### src/rtl/usb_cmd_pkg.sv
// usb_cmd_pkg: shared constants, header field positions and FSM state type for the command parser
package usb_cmd_pkg;
  localparam logic [7:0] SYNC = 8'hA5;
  localparam logic [7:0] OP_WRITE = 8'h01;
  localparam int FIELD_W = 8;
  localparam int SYNC_LSB = 24;
  localparam int OP_LSB = 16;
  localparam int ADDR_LSB = 8;
  localparam int CNT_LSB = 0;
  typedef enum logic [1:0] {IDLE, PAYLOAD, TAIL, DRAIN} state_t;
endpackage

### src/rtl/usb_cmd_parser_if.sv
// usb_cmd_parser_if: command word stream in, register write strobes and packet outcome out
interface usb_cmd_parser_if #(
  parameter int ADDR_W = 8,
  parameter int ERR_W = 16
);
  import usb_cmd_pkg::*;
  logic cmd_valid;
  logic [31:0] cmd_data;
  logic wr_en;
  logic [ADDR_W-1:0] wr_addr;
  logic [31:0] wr_data;
  logic pkt_done;
  logic pkt_err;
  logic [ERR_W-1:0] err_cnt;
  modport master (
    output cmd_valid, cmd_data,
    input wr_en, wr_addr, wr_data, pkt_done, pkt_err, err_cnt
  );
  modport slave (
    input cmd_valid, cmd_data,
    output wr_en, wr_addr, wr_data, pkt_done, pkt_err, err_cnt
  );
endinterface

### src/rtl/usb_cmd_parser.sv
// usb_cmd_parser: decodes one packet per cmd_valid run into register writes; optional trailing XOR checksum when USB_CMD_CHECKSUM_EN is defined
module usb_cmd_parser
  import usb_cmd_pkg::*;
#(
  parameter int ADDR_W = 8,
  parameter int ERR_W = 16
) (
  input logic clk,
  input logic rst_n,
  usb_cmd_parser_if.slave bus
);
  state_t state_q, state_d;
  logic [FIELD_W-1:0] rem_q, rem_d;
  logic [ADDR_W-1:0] addr_q, addr_d;
  logic wr_en_q, wr_en_d;
  logic [ADDR_W-1:0] wr_addr_q, wr_addr_d;
  logic [31:0] wr_data_q, wr_data_d;
  logic pkt_done_q, pkt_done_d;
  logic pkt_err_q, pkt_err_d;
  logic [ERR_W-1:0] err_cnt_q, err_cnt_d;
  logic hdr_ok, tail_ok;
`ifdef USB_CMD_CHECKSUM_EN
  logic [31:0] csum_q, csum_d;
  logic pend_q, pend_d;
  assign tail_ok = !pend_q;
`else
  assign tail_ok = 1'b1;
`endif
  assign hdr_ok = bus.cmd_data[SYNC_LSB +: FIELD_W] == SYNC && bus.cmd_data[OP_LSB +: FIELD_W] == OP_WRITE;
  // next-state, write strobe and outcome decode; a packet is good only if it falls while in TAIL with nothing pending
  always_comb begin
    state_d = state_q;
    rem_d = rem_q;
    addr_d = addr_q;
    wr_en_d = 1'b0;
    wr_addr_d = wr_addr_q;
    wr_data_d = wr_data_q;
    pkt_done_d = 1'b0;
    pkt_err_d = 1'b0;
`ifdef USB_CMD_CHECKSUM_EN
    csum_d = csum_q;
    pend_d = pend_q;
`endif
    if (!bus.cmd_valid) begin
      if (state_q != IDLE) begin
        state_d = IDLE;
        pkt_done_d = state_q == TAIL && tail_ok;
        pkt_err_d = !pkt_done_d;
      end
    end else begin
      case (state_q)
        IDLE: begin
          rem_d = bus.cmd_data[CNT_LSB +: FIELD_W];
          addr_d = ADDR_W'(bus.cmd_data[ADDR_LSB +: FIELD_W]);
          state_d = !hdr_ok ? DRAIN : (rem_d != '0 ? PAYLOAD : TAIL);
`ifdef USB_CMD_CHECKSUM_EN
          csum_d = bus.cmd_data;
          pend_d = 1'b1;
`endif
        end
        PAYLOAD: begin
          wr_en_d = 1'b1;
          wr_addr_d = addr_q;
          wr_data_d = bus.cmd_data;
          addr_d = addr_q + 1'b1;
          rem_d = rem_q - 1'b1;
          state_d = rem_q == 8'd1 ? TAIL : PAYLOAD;
`ifdef USB_CMD_CHECKSUM_EN
          csum_d = csum_q ^ bus.cmd_data;
`endif
        end
        TAIL: begin
`ifdef USB_CMD_CHECKSUM_EN
          pend_d = 1'b0;
          state_d = pend_q && bus.cmd_data == csum_q ? TAIL : DRAIN;
`else
          state_d = DRAIN;
`endif
        end
        default: state_d = DRAIN;
      endcase
    end
    err_cnt_d = (pkt_err_d && !(&err_cnt_q)) ? err_cnt_q + 1'b1 : err_cnt_q;
  end
  // state and registered outputs; reset clears everything with no outcome pulse
  always_ff @(posedge clk or negedge rst_n) begin
    if (!rst_n) begin
      state_q <= IDLE;
      rem_q <= '0;
      addr_q <= '0;
      wr_en_q <= 1'b0;
      wr_addr_q <= '0;
      wr_data_q <= '0;
      pkt_done_q <= 1'b0;
      pkt_err_q <= 1'b0;
      err_cnt_q <= '0;
`ifdef USB_CMD_CHECKSUM_EN
      csum_q <= '0;
      pend_q <= 1'b0;
`endif
    end else begin
      state_q <= state_d;
      rem_q <= rem_d;
      addr_q <= addr_d;
      wr_en_q <= wr_en_d;
      wr_addr_q <= wr_addr_d;
      wr_data_q <= wr_data_d;
      pkt_done_q <= pkt_done_d;
      pkt_err_q <= pkt_err_d;
      err_cnt_q <= err_cnt_d;
`ifdef USB_CMD_CHECKSUM_EN
      csum_q <= csum_d;
      pend_q <= pend_d;
`endif
    end
  end
  assign bus.wr_en = wr_en_q;
  assign bus.wr_addr = wr_addr_q;
  assign bus.wr_data = wr_data_q;
  assign bus.pkt_done = pkt_done_q;
  assign bus.pkt_err = pkt_err_q;
  assign bus.err_cnt = err_cnt_q;
endmodule

### src/flat_wrapper.sv
// flat-port wrapper written by rule: the top's interface ports become plain ports
module usb_cmd_parser_flat import usb_cmd_pkg::*;
#(
  parameter int ADDR_W = 8,
  parameter int ERR_W = 16
)
  (clk, rst_n, bus_cmd_valid, bus_cmd_data, bus_wr_en, bus_wr_addr, bus_wr_data, bus_pkt_done, bus_pkt_err, bus_err_cnt);
  usb_cmd_parser_if #(.ADDR_W(ADDR_W), .ERR_W(ERR_W)) bus_i ();
  input logic clk;
  input logic rst_n;
  input wire logic [$bits(bus_i.cmd_valid)-1:0] bus_cmd_valid;
  input wire logic [$bits(bus_i.cmd_data)-1:0] bus_cmd_data;
  output wire logic [$bits(bus_i.wr_en)-1:0] bus_wr_en;
  output wire logic [$bits(bus_i.wr_addr)-1:0] bus_wr_addr;
  output wire logic [$bits(bus_i.wr_data)-1:0] bus_wr_data;
  output wire logic [$bits(bus_i.pkt_done)-1:0] bus_pkt_done;
  output wire logic [$bits(bus_i.pkt_err)-1:0] bus_pkt_err;
  output wire logic [$bits(bus_i.err_cnt)-1:0] bus_err_cnt;
  assign bus_i.cmd_valid = bus_cmd_valid;
  assign bus_i.cmd_data = bus_cmd_data;
  assign bus_wr_en = bus_i.wr_en;
  assign bus_wr_addr = bus_i.wr_addr;
  assign bus_wr_data = bus_i.wr_data;
  assign bus_pkt_done = bus_i.pkt_done;
  assign bus_pkt_err = bus_i.pkt_err;
  assign bus_err_cnt = bus_i.err_cnt;
  usb_cmd_parser #(.ADDR_W(ADDR_W), .ERR_W(ERR_W)) u_core (.clk(clk), .rst_n(rst_n), .bus(bus_i));
endmodule
### config.mk
export PLATFORM = sky130hd
export DESIGN_NAME = usb_cmd_parser_flat
export DESIGN_NICKNAME = d
export VERILOG_FILES = /design/src/rtl/usb_cmd_pkg.sv /design/src/rtl/usb_cmd_parser_if.sv /design/src/rtl/usb_cmd_parser.sv /design/src/flat_wrapper.sv
export SDC_FILE = /design/constraint.sdc
export NUM_CORES = 1
export LEC_CHECK = 0
export ABC_CLOCK_PERIOD_IN_PS = 3500
export BUFFER_PORTS_ARGS = -buffer_cell sky130_fd_sc_hd__buf_2
export CAP_MARGIN = 5
export CORE_ASPECT_RATIO = 1.25
export CORE_MARGIN = 8
export CORE_UTILIZATION = 56
export CTS_CLUSTER_DIAMETER = 40
export DETAILED_ROUTE_END_ITERATION = 16
export PLACE_DENSITY_LB_ADDON = 0.25
export SYNTH_ARGS = -nofsm -noshare
export SYNTH_HDL_FRONTEND = slang
export SYNTH_SLANG_ARGS = --single-unit
### constraint.sdc
create_clock -name clk -period 3.5 [get_ports clk]
set_input_delay 0.35 -clock clk [delete_from_list [all_inputs] [get_ports clk]]
set_output_delay 0.35 -clock clk [all_outputs]
set_load 0.02 [all_outputs]
==> results.tsv <==
stage	metric	value	unit
synthesis	syn_nets	334	
pwr	P per Cell Area	614	nW/µm²
flow_run	Max-Cap Viols	0	
route	initial DRC count	179	
synthesis	sequential element share of the synthesized area	0.550	
worst_setup_path	worst-path maximum fanout	22	
route	final wirelength	7610	µm
sta	final hold viol count	0	
clock_network	postcts setup bufs	0	
placed_design	Post-DP HPWL	5560	µm
route	DRC violations left	0	
clock_network	clk slew on worst S/H paths	80	ps
worst_setup_path	Bufs and invs on worst path	1	
placed_design	Final GP Congestion	0.844	
sta	Final Skew	6.60	ps
final_layout	Finished Cell Area	4230	µm²
final_layout	Final nets	428	
floorplanning	die width	86.7	µm
route	Pre-antenna DRT Iters	4	
worst_setup_path	Setup CP Type	reg2reg	
route	Final ANT Viol Nets	0	
floorplanning	row count	32	
route	Vias	2640	
sta	Slew Limit Fails	0	
synthesis	Post-synth EDFFs	0	
clock_network	H-tree depth	3	
synthesis	mean post-synth cell area	11.9	µm²
worst_setup_path	flop2flop setup slack	1180	ps
pwr	total leakage power	2.00	nW
floorplanning	Core Region	6130	µm²
placed_design	port buffer count	93	
placed_design	pre-CTS setup slack	1200	ps
route	Avg WL per Cell	15.9	µm
clock_network	PostCTS Resize Cnt	0	
clock_network	clock root buffer	clkbuf_8	
clock_network	hold buffers post-CTS	0	
pwr	Tot Pwr	2.59	mW
worst_setup_path	Critical Path Max Stage Delay	620	ps
min_path	Worst Hold Class	in2async	
sta	f_max	431	MHz
synthesis	synth unique cells	48	
floorplanning	Ports	94	
sta	Worst slew margin	0.378	
worst_setup_path	CP max stage cell	and2b_1	
clock_network	TritonCTS clock tree	built	
pwr	Max VDD drop	0.383	mV
worst_setup_path	worst-path cell chain	and2b_1 > nand2_2 > buf_4 > mux2_2	
final_layout	share of layout cells above drive strength 1	0.398	
sta	final worst slack	1180	ps
final_layout	register area	1930	µm²
final_layout	Multi-input gate area	1490	µm²
final_layout	fillers	481	
sta	Final Cycle Share	0.662	
worst_setup_path	WP data arrival	2550	ps
synthesis	Seq cells post-synth	77	
final_layout	ant diodes	0	
clock_network	clk buf depth	2	
floorplanning	die height	104	µm
run_status	run status	finished, final reports clean	
route	vias per cell	5.51	
grt	busiest grt layer	met2	
grt	GR met1 Demand/Resource	0.199	
clock_network	CTS buffer count	9	
worst_setup_path	WP data required	3730	ps
grt	met3 Usage GRT	0.0411	
synthesis	Cells after Synth	295	
sta	setup violators final	0	
floorplanning	Starting Density	0.571	
grt	GRT met2 Usage	0.294	
sta	actual slew at the worst max-slew pin	933	ps
grt	largest net degree at the start of global routing	78	
worst_setup_path	critical path endpoint category	flop	
sta	RSZ-0062 raised after global routing	false	
sta	TNS Setup	0	ps
worst_setup_path	Top delay family on crit path	simple AND/OR/NAND/NOR gates	
grt	first-pass GRT wire length	12800	µm
synthesis	Synth warnings	0	
floorplanning	Die ar.	9050	µm²
grt	GRT Util Overall	0.177	
placed_design	DP Area	4030	µm²
synthesis	Netlist Area Pre-Place	3500	µm²
clock_network	clk sinks	77	
final_layout	Area Growth Syn to Fin	20.7	%
sta	Final min period	2320	ps
synthesis	prevailing post-synth register cell	dfrtp_1	
worst_setup_path	Worst setup SP type	flop	
grt	initial antenna violation count	0	
grt	vias in the first global route	2755	
synthesis	ys async rst share	1.00	
clock_network	clk_lat worst skew	350	ps
grt	total gr overflow	0	
==> metrics by stage <==
step                       util  hold WS (ps)  cells
after global placement    0.658           458    463
after CTS                 0.690           172    479
after detailed placement  0.658           490    463
after floorplan               -          54.4    295
after global routing      0.690           214    479
final                     0.690           135    479
==> cells in the final DEF, fill, tap and decap left out, drive strengths merged, types with 6 or more instances in the layout <==
cell | netlist | final
dfrtp | 77 | 77
nor3 | 6 | 6
clkbuf | 5 | 12
xor2 | 6 | 6
a21oi | 13 | 13
o22ai | 6 | 6
nand2 | 24 | 24
mux2 | 40 | 40
o21ai | 12 | 12
nand4 | 9 | 9
buf | 7 | 95
xnor2 | 8 | 8
nand3 | 14 | 14
nor2 | 9 | 9
inv | 7 | 7
nor4 | 9 | 9
==> layer usage <==
| metal | part of all wire | up-vias |
|---|---|---|
| li1 | - | 1259 |
| met5 | 0 | - |
| met2 | 0.52 | 79 |
| met1 | 0.39 | 1284 |
| met3 | 0.058 | 18 |
| met4 | 0.028 | 0 |
==> power by group <==
part | switching (mW) | total, mW | internal, mW
Sequential | 0.154 | 1.23 | 1.07
Combinational | 0.418 | 0.708 | 0.290
Clock | 0.311 | 0.658 | 0.347
Total | 0.883 | 2.59 | 1.71
==> state kept, by name, summed over array words and instances, names as in the netlist <==
name                 cells
u_core.addr_q            8
u_core.bus.err_cnt      16
u_core.bus.pkt_done      1
u_core.bus.pkt_err       1
u_core.bus.wr_addr       8
u_core.bus.wr_data      32
u_core.bus.wr_en         1
u_core.rem_q             8
u_core.state_q           2
==> worst reg2reg max path, cell delays in order (launching register included) <==
cell     delay (ps)
dfrtp_1         430
and2b_1         620
nand2_2         470
buf_4           380
mux2_2          300
==> worst paths after layout <==
path,startpoint,cells past startpoint,endpoint
min in group clk,bus_cmd_valid,2,u_core.bus.pkt_done
min,rst_n,1,u_core.bus.err_cnt[3]
min reg2reg,u_core.bus.wr_addr[3],1,u_core.bus.wr_addr[3]
max reg2reg,u_core.state_q[1],4,u_core.bus.wr_data[24]
max in group asynchronous,rst_n,1,u_core.bus.wr_data[2]
max,u_core.state_q[1],4,u_core.bus.wr_data[24]
==> cells in the mapped netlist (2+ instances only) <==
| master | number | area (µm²) |
|---|---|---|
| a2bb2oi_1 | 2 | 17.5 |
| nand2_2 | 2 | 12.5 |
| clkbuf_1 | 5 | 18.8 |
| nand3_1 | 13 | 65.1 |
| xor2_1 | 6 | 52.6 |
| nand2b_1 | 3 | 18.8 |
| nor2_1 | 9 | 33.8 |
| a21oi_1 | 13 | 65.1 |
| or3_1 | 2 | 12.5 |
| ha_1 | 4 | 50.1 |
| xnor2_1 | 8 | 70.1 |
| o21ai_0 | 12 | 60.1 |
| o22ai_1 | 6 | 37.5 |
| nor4_1 | 9 | 56.3 |
| buf_2 | 6 | 30.0 |
| mux2_2 | 40 | 450 |
| nand2_1 | 22 | 82.6 |
| mux2i_1 | 5 | 50.1 |
| nand4_1 | 8 | 50.1 |
| dfrtp_1 | 77 | 1930 |
| inv_1 | 7 | 26.3 |
| nor3_1 | 6 | 30.0 |
| nor4b_1 | 2 | 17.5 |
| a41oi_1 | 3 | 26.3 |
| and4_1 | 2 | 17.5 |
==> cell families after synthesis <==
kind of cell | synth area share
fa+ha+maj | 0.0143
buf+inv | 0.0236
flops | 0.550
mux | 0.143
compound gates | 0.0901
simple gates | 0.144
xor+xnor | 0.0350
==> final cells by class <==
| type | instances | area share |
|---|---|---|
| Multi-Input combinational cell | 199 | 0.353 |
| Sequential cell | 77 | 0.456 |
| Inverter | 7 | 0.00622 |
| Tap cell | 85 | 0.0252 |
| Clock buffer | 12 | 0.0343 |
| Clock inverter | 4 | 0.0112 |
| Timing Repair Buffer | 95 | 0.114 |
Power figures use the tool's default switching activity.
